## src/rtl/byte_serial_add_ctrl_if.sv

```systemverilog
// ---------------------------------------------------------------------------
// byte_serial_add_ctrl_if
// Bundle of every bus signal of byte_serial_add_ctrl. The clock and reset stay
// plain ports on the module.
//   in_valid/in_ready, in_A, in_B, in_Cin  : operand-pair handshake
//   add_A, add_B, add_Cin                  : byte presented to the external adder
//   add_Sum, add_Cout                      : combinational adder result
//   out_valid/out_ready, out_Sum, out_Cout : result handshake
//   busy                                   : controller not idle
// Modport slave is used by the controller; master by whoever drives it and
// models the adder.
// ---------------------------------------------------------------------------
interface byte_serial_add_ctrl_if #(
    parameter int NBYTES = 4
);
    logic                  in_valid;
    logic                  in_ready;
    logic [8*NBYTES-1:0]   in_A;
    logic [8*NBYTES-1:0]   in_B;
    logic                  in_Cin;

    logic [7:0]            add_A;
    logic [7:0]            add_B;
    logic                  add_Cin;
    logic [7:0]            add_Sum;
    logic                  add_Cout;

    logic                  out_valid;
    logic                  out_ready;
    logic [8*NBYTES-1:0]   out_Sum;
    logic                  out_Cout;
    logic                  busy;

    modport slave (
        input  in_valid, in_A, in_B, in_Cin, add_Sum, add_Cout, out_ready,
        output in_ready, add_A, add_B, add_Cin, out_valid, out_Sum, out_Cout, busy
    );

    modport master (
        output in_valid, in_A, in_B, in_Cin, add_Sum, add_Cout, out_ready,
        input  in_ready, add_A, add_B, add_Cin, out_valid, out_Sum, out_Cout, busy
    );
endinterface

```

## src/rtl/byte_serial_add_ctrl.sv

```systemverilog
// ---------------------------------------------------------------------------
// byte_serial_add_ctrl
// Performs an unsigned 8*NBYTES-bit addition one byte per cycle using an
// external 8-bit ripple-carry adder. Byte 0 is processed first; the carry out
// of each byte is registered and fed back as the carry in of the next.
//
// Ports
//   clk  : clock, rising edge
//   rst  : asynchronous, active-high reset
//   bus  : byte_serial_add_ctrl_if.slave
//          in_valid/in_ready/in_A/in_B/in_Cin     operand handshake
//          add_A/add_B/add_Cin -> add_Sum/add_Cout external adder
//          out_valid/out_ready/out_Sum/out_Cout   result handshake
//          busy                                   high outside IDLE
//
// Timing: operands accepted at edge T, bytes 0..NBYTES-1 added during the
// NBYTES cycles that follow, out_valid high from edge T+NBYTES until the
// result handshake.
// ---------------------------------------------------------------------------
module byte_serial_add_ctrl #(
    parameter int NBYTES = 4
) (
    input  logic                  clk,
    input  logic                  rst,
    byte_serial_add_ctrl_if.slave bus
);
    localparam int W  = 8 * NBYTES;
    localparam int IW = (NBYTES > 1) ? $clog2(NBYTES) : 1;
    localparam logic [IW-1:0] LAST_IDX = IW'(NBYTES - 1);

    typedef enum logic [1:0] {
        IDLE = 2'd0,
        ADD  = 2'd1,
        DONE = 2'd2
    } state_t;

    state_t          state_q, state_d;
    logic [IW-1:0]   idx_q,   idx_d;
    logic            carry_q, carry_d;
    logic [W-1:0]    a_q,     a_d;
    logic [W-1:0]    b_q,     b_d;
    logic [W-1:0]    sum_q,   sum_d;
    logic            cout_q,  cout_d;

    logic            in_add;

    always_ff @(posedge clk or posedge rst) begin
        if (rst) begin
            state_q <= IDLE;
            idx_q   <= '0;
            carry_q <= 1'b0;
            a_q     <= '0;
            b_q     <= '0;
            sum_q   <= '0;
            cout_q  <= 1'b0;
        end else begin
            state_q <= state_d;
            idx_q   <= idx_d;
            carry_q <= carry_d;
            a_q     <= a_d;
            b_q     <= b_d;
            sum_q   <= sum_d;
            cout_q  <= cout_d;
        end
    end

    always_comb begin
        state_d = state_q;
        idx_d   = idx_q;
        carry_d = carry_q;
        a_d     = a_q;
        b_d     = b_q;
        sum_d   = sum_q;
        cout_d  = cout_q;

        case (state_q)
            IDLE: begin
                // in_ready is high throughout IDLE, so in_valid alone
                // completes the handshake here.
                if (bus.in_valid) begin
                    a_d     = bus.in_A;
                    b_d     = bus.in_B;
                    idx_d   = '0;
                    carry_d = bus.in_Cin;
                    state_d = ADD;
                end
            end
            ADD: begin
                sum_d[8*idx_q +: 8] = bus.add_Sum;
                carry_d             = bus.add_Cout;
                if (idx_q == LAST_IDX) begin
                    // Index parks on the top byte so it never runs past it.
                    cout_d  = bus.add_Cout;
                    state_d = DONE;
                end else begin
                    idx_d = idx_q + 1'b1;
                end
            end
            DONE: begin
                if (bus.out_ready) begin
                    state_d = IDLE;
                end
            end
            default: begin
                state_d = IDLE;
            end
        endcase
    end

    assign in_add = (state_q == ADD);

    // The adder inputs are forced to zero whenever no byte is being added.
    assign bus.add_A   = in_add ? a_q[8*idx_q +: 8] : 8'h00;
    assign bus.add_B   = in_add ? b_q[8*idx_q +: 8] : 8'h00;
    assign bus.add_Cin = in_add ? carry_q : 1'b0;

    // in_ready is masked while reset is held so nothing looks acceptable
    // until the block is actually running.
    assign bus.in_ready  = (state_q == IDLE) && !rst;
    assign bus.out_valid = (state_q == DONE);
    assign bus.busy      = (state_q != IDLE);
    assign bus.out_Sum   = sum_q;
    assign bus.out_Cout  = cout_q;

endmodule

```

## src/flat_wrapper.sv

```systemverilog
// flat-port wrapper written by rule: the top's interface ports become plain ports
module byte_serial_add_ctrl_flat 
#(
    parameter int NBYTES = 4
)
  (clk, rst, bus_in_valid, bus_in_A, bus_in_B, bus_in_Cin, bus_add_Sum, bus_add_Cout, bus_out_ready, bus_in_ready, bus_add_A, bus_add_B, bus_add_Cin, bus_out_valid, bus_out_Sum, bus_out_Cout, bus_busy);
  byte_serial_add_ctrl_if #(.NBYTES(NBYTES)) bus_i ();
  input  logic clk;
  input  logic rst;
  input wire logic [$bits(bus_i.in_valid)-1:0] bus_in_valid;
  input wire logic [$bits(bus_i.in_A)-1:0] bus_in_A;
  input wire logic [$bits(bus_i.in_B)-1:0] bus_in_B;
  input wire logic [$bits(bus_i.in_Cin)-1:0] bus_in_Cin;
  input wire logic [$bits(bus_i.add_Sum)-1:0] bus_add_Sum;
  input wire logic [$bits(bus_i.add_Cout)-1:0] bus_add_Cout;
  input wire logic [$bits(bus_i.out_ready)-1:0] bus_out_ready;
  output wire logic [$bits(bus_i.in_ready)-1:0] bus_in_ready;
  output wire logic [$bits(bus_i.add_A)-1:0] bus_add_A;
  output wire logic [$bits(bus_i.add_B)-1:0] bus_add_B;
  output wire logic [$bits(bus_i.add_Cin)-1:0] bus_add_Cin;
  output wire logic [$bits(bus_i.out_valid)-1:0] bus_out_valid;
  output wire logic [$bits(bus_i.out_Sum)-1:0] bus_out_Sum;
  output wire logic [$bits(bus_i.out_Cout)-1:0] bus_out_Cout;
  output wire logic [$bits(bus_i.busy)-1:0] bus_busy;
  assign bus_i.in_valid = bus_in_valid;
  assign bus_i.in_A = bus_in_A;
  assign bus_i.in_B = bus_in_B;
  assign bus_i.in_Cin = bus_in_Cin;
  assign bus_i.add_Sum = bus_add_Sum;
  assign bus_i.add_Cout = bus_add_Cout;
  assign bus_i.out_ready = bus_out_ready;
  assign bus_in_ready = bus_i.in_ready;
  assign bus_add_A = bus_i.add_A;
  assign bus_add_B = bus_i.add_B;
  assign bus_add_Cin = bus_i.add_Cin;
  assign bus_out_valid = bus_i.out_valid;
  assign bus_out_Sum = bus_i.out_Sum;
  assign bus_out_Cout = bus_i.out_Cout;
  assign bus_busy = bus_i.busy;
  byte_serial_add_ctrl #(.NBYTES(NBYTES)) u_core (.clk(clk), .rst(rst), .bus(bus_i));
endmodule
```

## config.mk

```make
export PLATFORM = sky130hd
export DESIGN_NAME = byte_serial_add_ctrl_flat
export DESIGN_NICKNAME = d
export VERILOG_FILES = /design/src/rtl/byte_serial_add_ctrl_if.sv /design/src/rtl/byte_serial_add_ctrl.sv /design/src/flat_wrapper.sv
export SDC_FILE = /design/constraint.sdc
export NUM_CORES = 1
export LEC_CHECK = 0
export CAP_MARGIN = 20
export CELL_PAD_IN_SITES_DETAIL_PLACEMENT = 2
export CELL_PAD_IN_SITES_GLOBAL_PLACEMENT = 2
export CORE_ASPECT_RATIO = 1.25
export CORE_MARGIN = 2
export CORE_UTILIZATION = 30
export DETAILED_ROUTE_END_ITERATION = 12
export PLACE_DENSITY_LB_ADDON = 0.05
export SYNTH_ARGS = -nofsm -noshare
export SYNTH_HDL_FRONTEND = slang
export SYNTH_SLANG_ARGS = --single-unit
```

## constraint.sdc

```tcl
create_clock -name clk -period 4.2 [get_ports clk]
set_input_delay 0.84 -clock clk [delete_from_list [all_inputs] [get_ports clk]]
set_output_delay 0.84 -clock clk [all_outputs]
set_load 0.05 [all_outputs]
```

==> run_results.csv <==
group,metric,value,unit
outcome,status,"complete, no violations",
sta,min_period,3580,ps
floorplanning,die_area,15600,sq um
yosys,synth-xor-area-share,0,
worst_setup_path,r2r-start,"u_core.idx_q[0]",
sta,relSlewSlack,0.439,
finish,final_core_util,0.433,
yosys,post-synth-top-count-cell,"dfrtp_1",
drt,dr.first_iter.drc_count,69,
worst_setup_path,required,3360,ps
flow_run,cap_violations,0,
worst_setup_path,critical_path.slowest_cell,"dfrtp_2",
clock_tree,hold_buffers,0,
drt,firstDrtPassIters,4,
clock_tree,clk_pin_slew_worst_paths,70,ps
sta,max_clock_freq,279,MHz
yosys,synth-compound-area-share,0.0696,
yosys,synth_commonest_cells,"102 x dfrtp_1, 66 x mux2_2, 32 x a22o_1, 17 x and2_1, 16 x mux4_2",
sta,setup_violations,0,
pwr,leakagePower,2.57,nW
yosys,synthAdderAreaFrac,0.0171,
grt,grt_pass1_wl,18700,microns
finish,num-nets-final,503,
finish,final_cells,602,
clock_tree,cts_root_buffer,"clkbuf_16",
worst_setup_path,cp-end-kind,"primary output",
yosys,synth_top_family_by_area,"multiplexers",
grt,grt_max_degree,66,
yosys,synthSimpleGateAreaFrac,0.0613,
yosys,synth_edf_count,0,
grt,antenna_found_initial,0,
clock_tree,postCtsResizedCells,0,
floorplanning,start_util,0.306,
clock_tree,insertion_delay,350,ps
finish,num_antenna_cells,0,
clock_tree,clkSinkCount,102,
floorplanning,die_h,139,microns
place,port_buffers,130,
finish,drive_gt1_frac,0.262,
drt,drtAntennaViolNets,0,
yosys,netlist_instances,286,
drt,finalWirelength,11600,microns
place,placed_cells,586,
worst_setup_path,startpoint,"u_core.idx_q[0]",
worst_setup_path,r2r_slack,1550,ps
worst_setup_path,max_stage_delay,900,ps
worst_setup_path,ff2ff_path_depth,5,
worst_setup_path,crit_end,"bus_add_A[3]",
yosys,syn_nets,370,
worst_hold_path,hold_class,"flop to flop",
pwr,power,5.76,mW
clock_tree,cts_htree_levels,3,
yosys,synthTopCellsByArea,"dfrtp_1 58%, mux2_2 17%, mux4_2 8.2%",
drt,via_per_inst,4.90,
worst_setup_path,path_cells,"mux4_2, and2_1, clkdlybuf4s50_1",
pwr,power.density,926,nW/um^2
yosys,ys_ff_latch,102,
grt,first_global_vias,3407,
drt,vias,2951,
sta,rsz0062_at_grt,"false",
clock_tree,cts_setup_buffers,0,
worst_setup_path,worstPathArrival,2740,ps
floorplanning,pin_count,131,
place,dp_hpwl,8310,microns
sta,hold_viol,0,
finish,syn_to_final_growth,41.7,%
pwr,ir_drop,402,uV
floorplanning,die_width,112,microns
sta,worst_slew_pin_slew,842,ps
yosys,muxShareOfSynthArea,0.251,
floorplanning,fp-row-count,49,
clock_tree,cts_tree,"built",
drt,drc,0,
worst_setup_path,worstReg2RegEnd,"u_core.bus.out_Sum[26]",
worst_setup_path,cp-start-kind,"flop",
finish,regArea,2550,sq um
sta,setup_tns,0,ps
yosys,synth_top_area_frac,0.582,
finish,nFillCells,1435,
sta,fin_crit_sh,0.853,
yosys,synth-main-ff-cell,"dfrtp_1",
sta,slew_viol_final,0,
yosys,seq_area_frac_synth,0.582,
worst_setup_path,path_max_fanout,24,
yosys,ys_types,24,
floorplanning,core_area,14300,sq um
yosys,avgSynthCellArea,15.3,sq um
place,gp_congestion,0.697,
worst_setup_path,worstSetupPathType,"flop to primary output",
grt,grt_use_total,0.155,
yosys,yosysTopAreaCell,"dfrtp_1",
yosys,syn_area,4390,sq um
sta,fin_worst_skew,11.2,ps
clock_tree,clock_path_buffers,2,
yosys,ys_warn_count,0,
clock_tree,cts_inserted_buffers,9,
yosys,async_flop_share,1.00,
finish,multiInputGateArea,1760,sq um
grt,grt_overflow,0,
drt,post_drt_wl_per_cell,19.2,microns
sequential cells by signal, summed over array words and instances, names as in the netlist:
register / flops
u_core.b_q: 32
u_core.idx_q: 2
u_core.carry_q: 1
u_core.state_q: 2
u_core.a_q: 32
u_core.bus.out_Sum: 32
u_core.bus.out_Cout: 1
layer usage:
metal | GRT usage | share of wire | vias up
li1 | - | - | 1318
met1 | 0.180 | 0.39 | 1547
met2 | 0.271 | 0.53 | 76
met3 | 0.0492 | 0.061 | 10
met4 | 0.0520 | 0.014 | 0
met5 | 0 | 0 | -
worst max-delay path: cells and delay by family, from the launching register on:
family | cells | cell delay (ps)
simple gates | 1 | 180
mux | 1 | 590
flops | 1 | 900
buf+inv | 1 | 720
layout make-up:
cell class              instances  share of cell area
clock buffers                  11              0.0374
clock inverters                 5              0.0131
repair buffers                136               0.216
flip-flops and latches        102               0.411
multi-input cells             165               0.283
inverters                       5             0.00342
well taps                     178              0.0358
logic make-up after synthesis:
group / after synthesis
AO/OA/AOI/OAI: 36
adder cells (fa/ha/maj): 6
buffers and inverters: 19
flip-flops: 102
multiplexers: 82
AND/OR/NAND/NOR: 41
cell usage in the layout, fill, tap and decap left out, types with 6 or more instances in the layout:
cell type | synthesis | layout
and2_1 | 17 | 17
mux2_2 | 66 | 66
buf_4 | 0 | 6
clkbuf_16 | 0 | 9
ha_1 | 6 | 6
dfrtp_1 | 102 | 101
nand2_1 | 8 | 8
a22o_1 | 32 | 32
clkdlybuf4s50_1 | 0 | 130
mux4_2 | 16 | 16
how the worst min path moves through the flow:
stage	startpoint	endpoint	cells after the start
global route	u_core.bus.out_Sum[21]	u_core.bus.out_Sum[21]	1
CTS	u_core.bus.out_Cout	u_core.bus.out_Cout	1
floorplan	u_core.a_q[16]	u_core.a_q[16]	1
global placement	u_core.b_q[31]	u_core.b_q[31]	1
finish	u_core.b_q[22]	u_core.b_q[22]	1
detailed placement	u_core.bus.out_Cout	u_core.bus.out_Cout	1
per-stage QoR:
step | setup slack, ps | cell area [sq um] | hold WS (ps)
2_1_floorplan | 685 | 4390 | 475
6_report | 618 | 6220 | 505
3_3_place_gp | 962 | 5900 | 485
5_1_grt | 475 | 6220 | 520
3_5_place_dp | 927 | 5900 | 494
4_1_cts | 548 | 6220 | 509
power breakdown:
part           switching, mW  total, mW  internal (mW)  leakage, nW
combinational           1.68       3.03           1.35         1.16
clock                  0.370      0.894          0.524        0.150
sequential             0.362       1.83           1.47         1.27
Power figures use the tool's default switching activity.
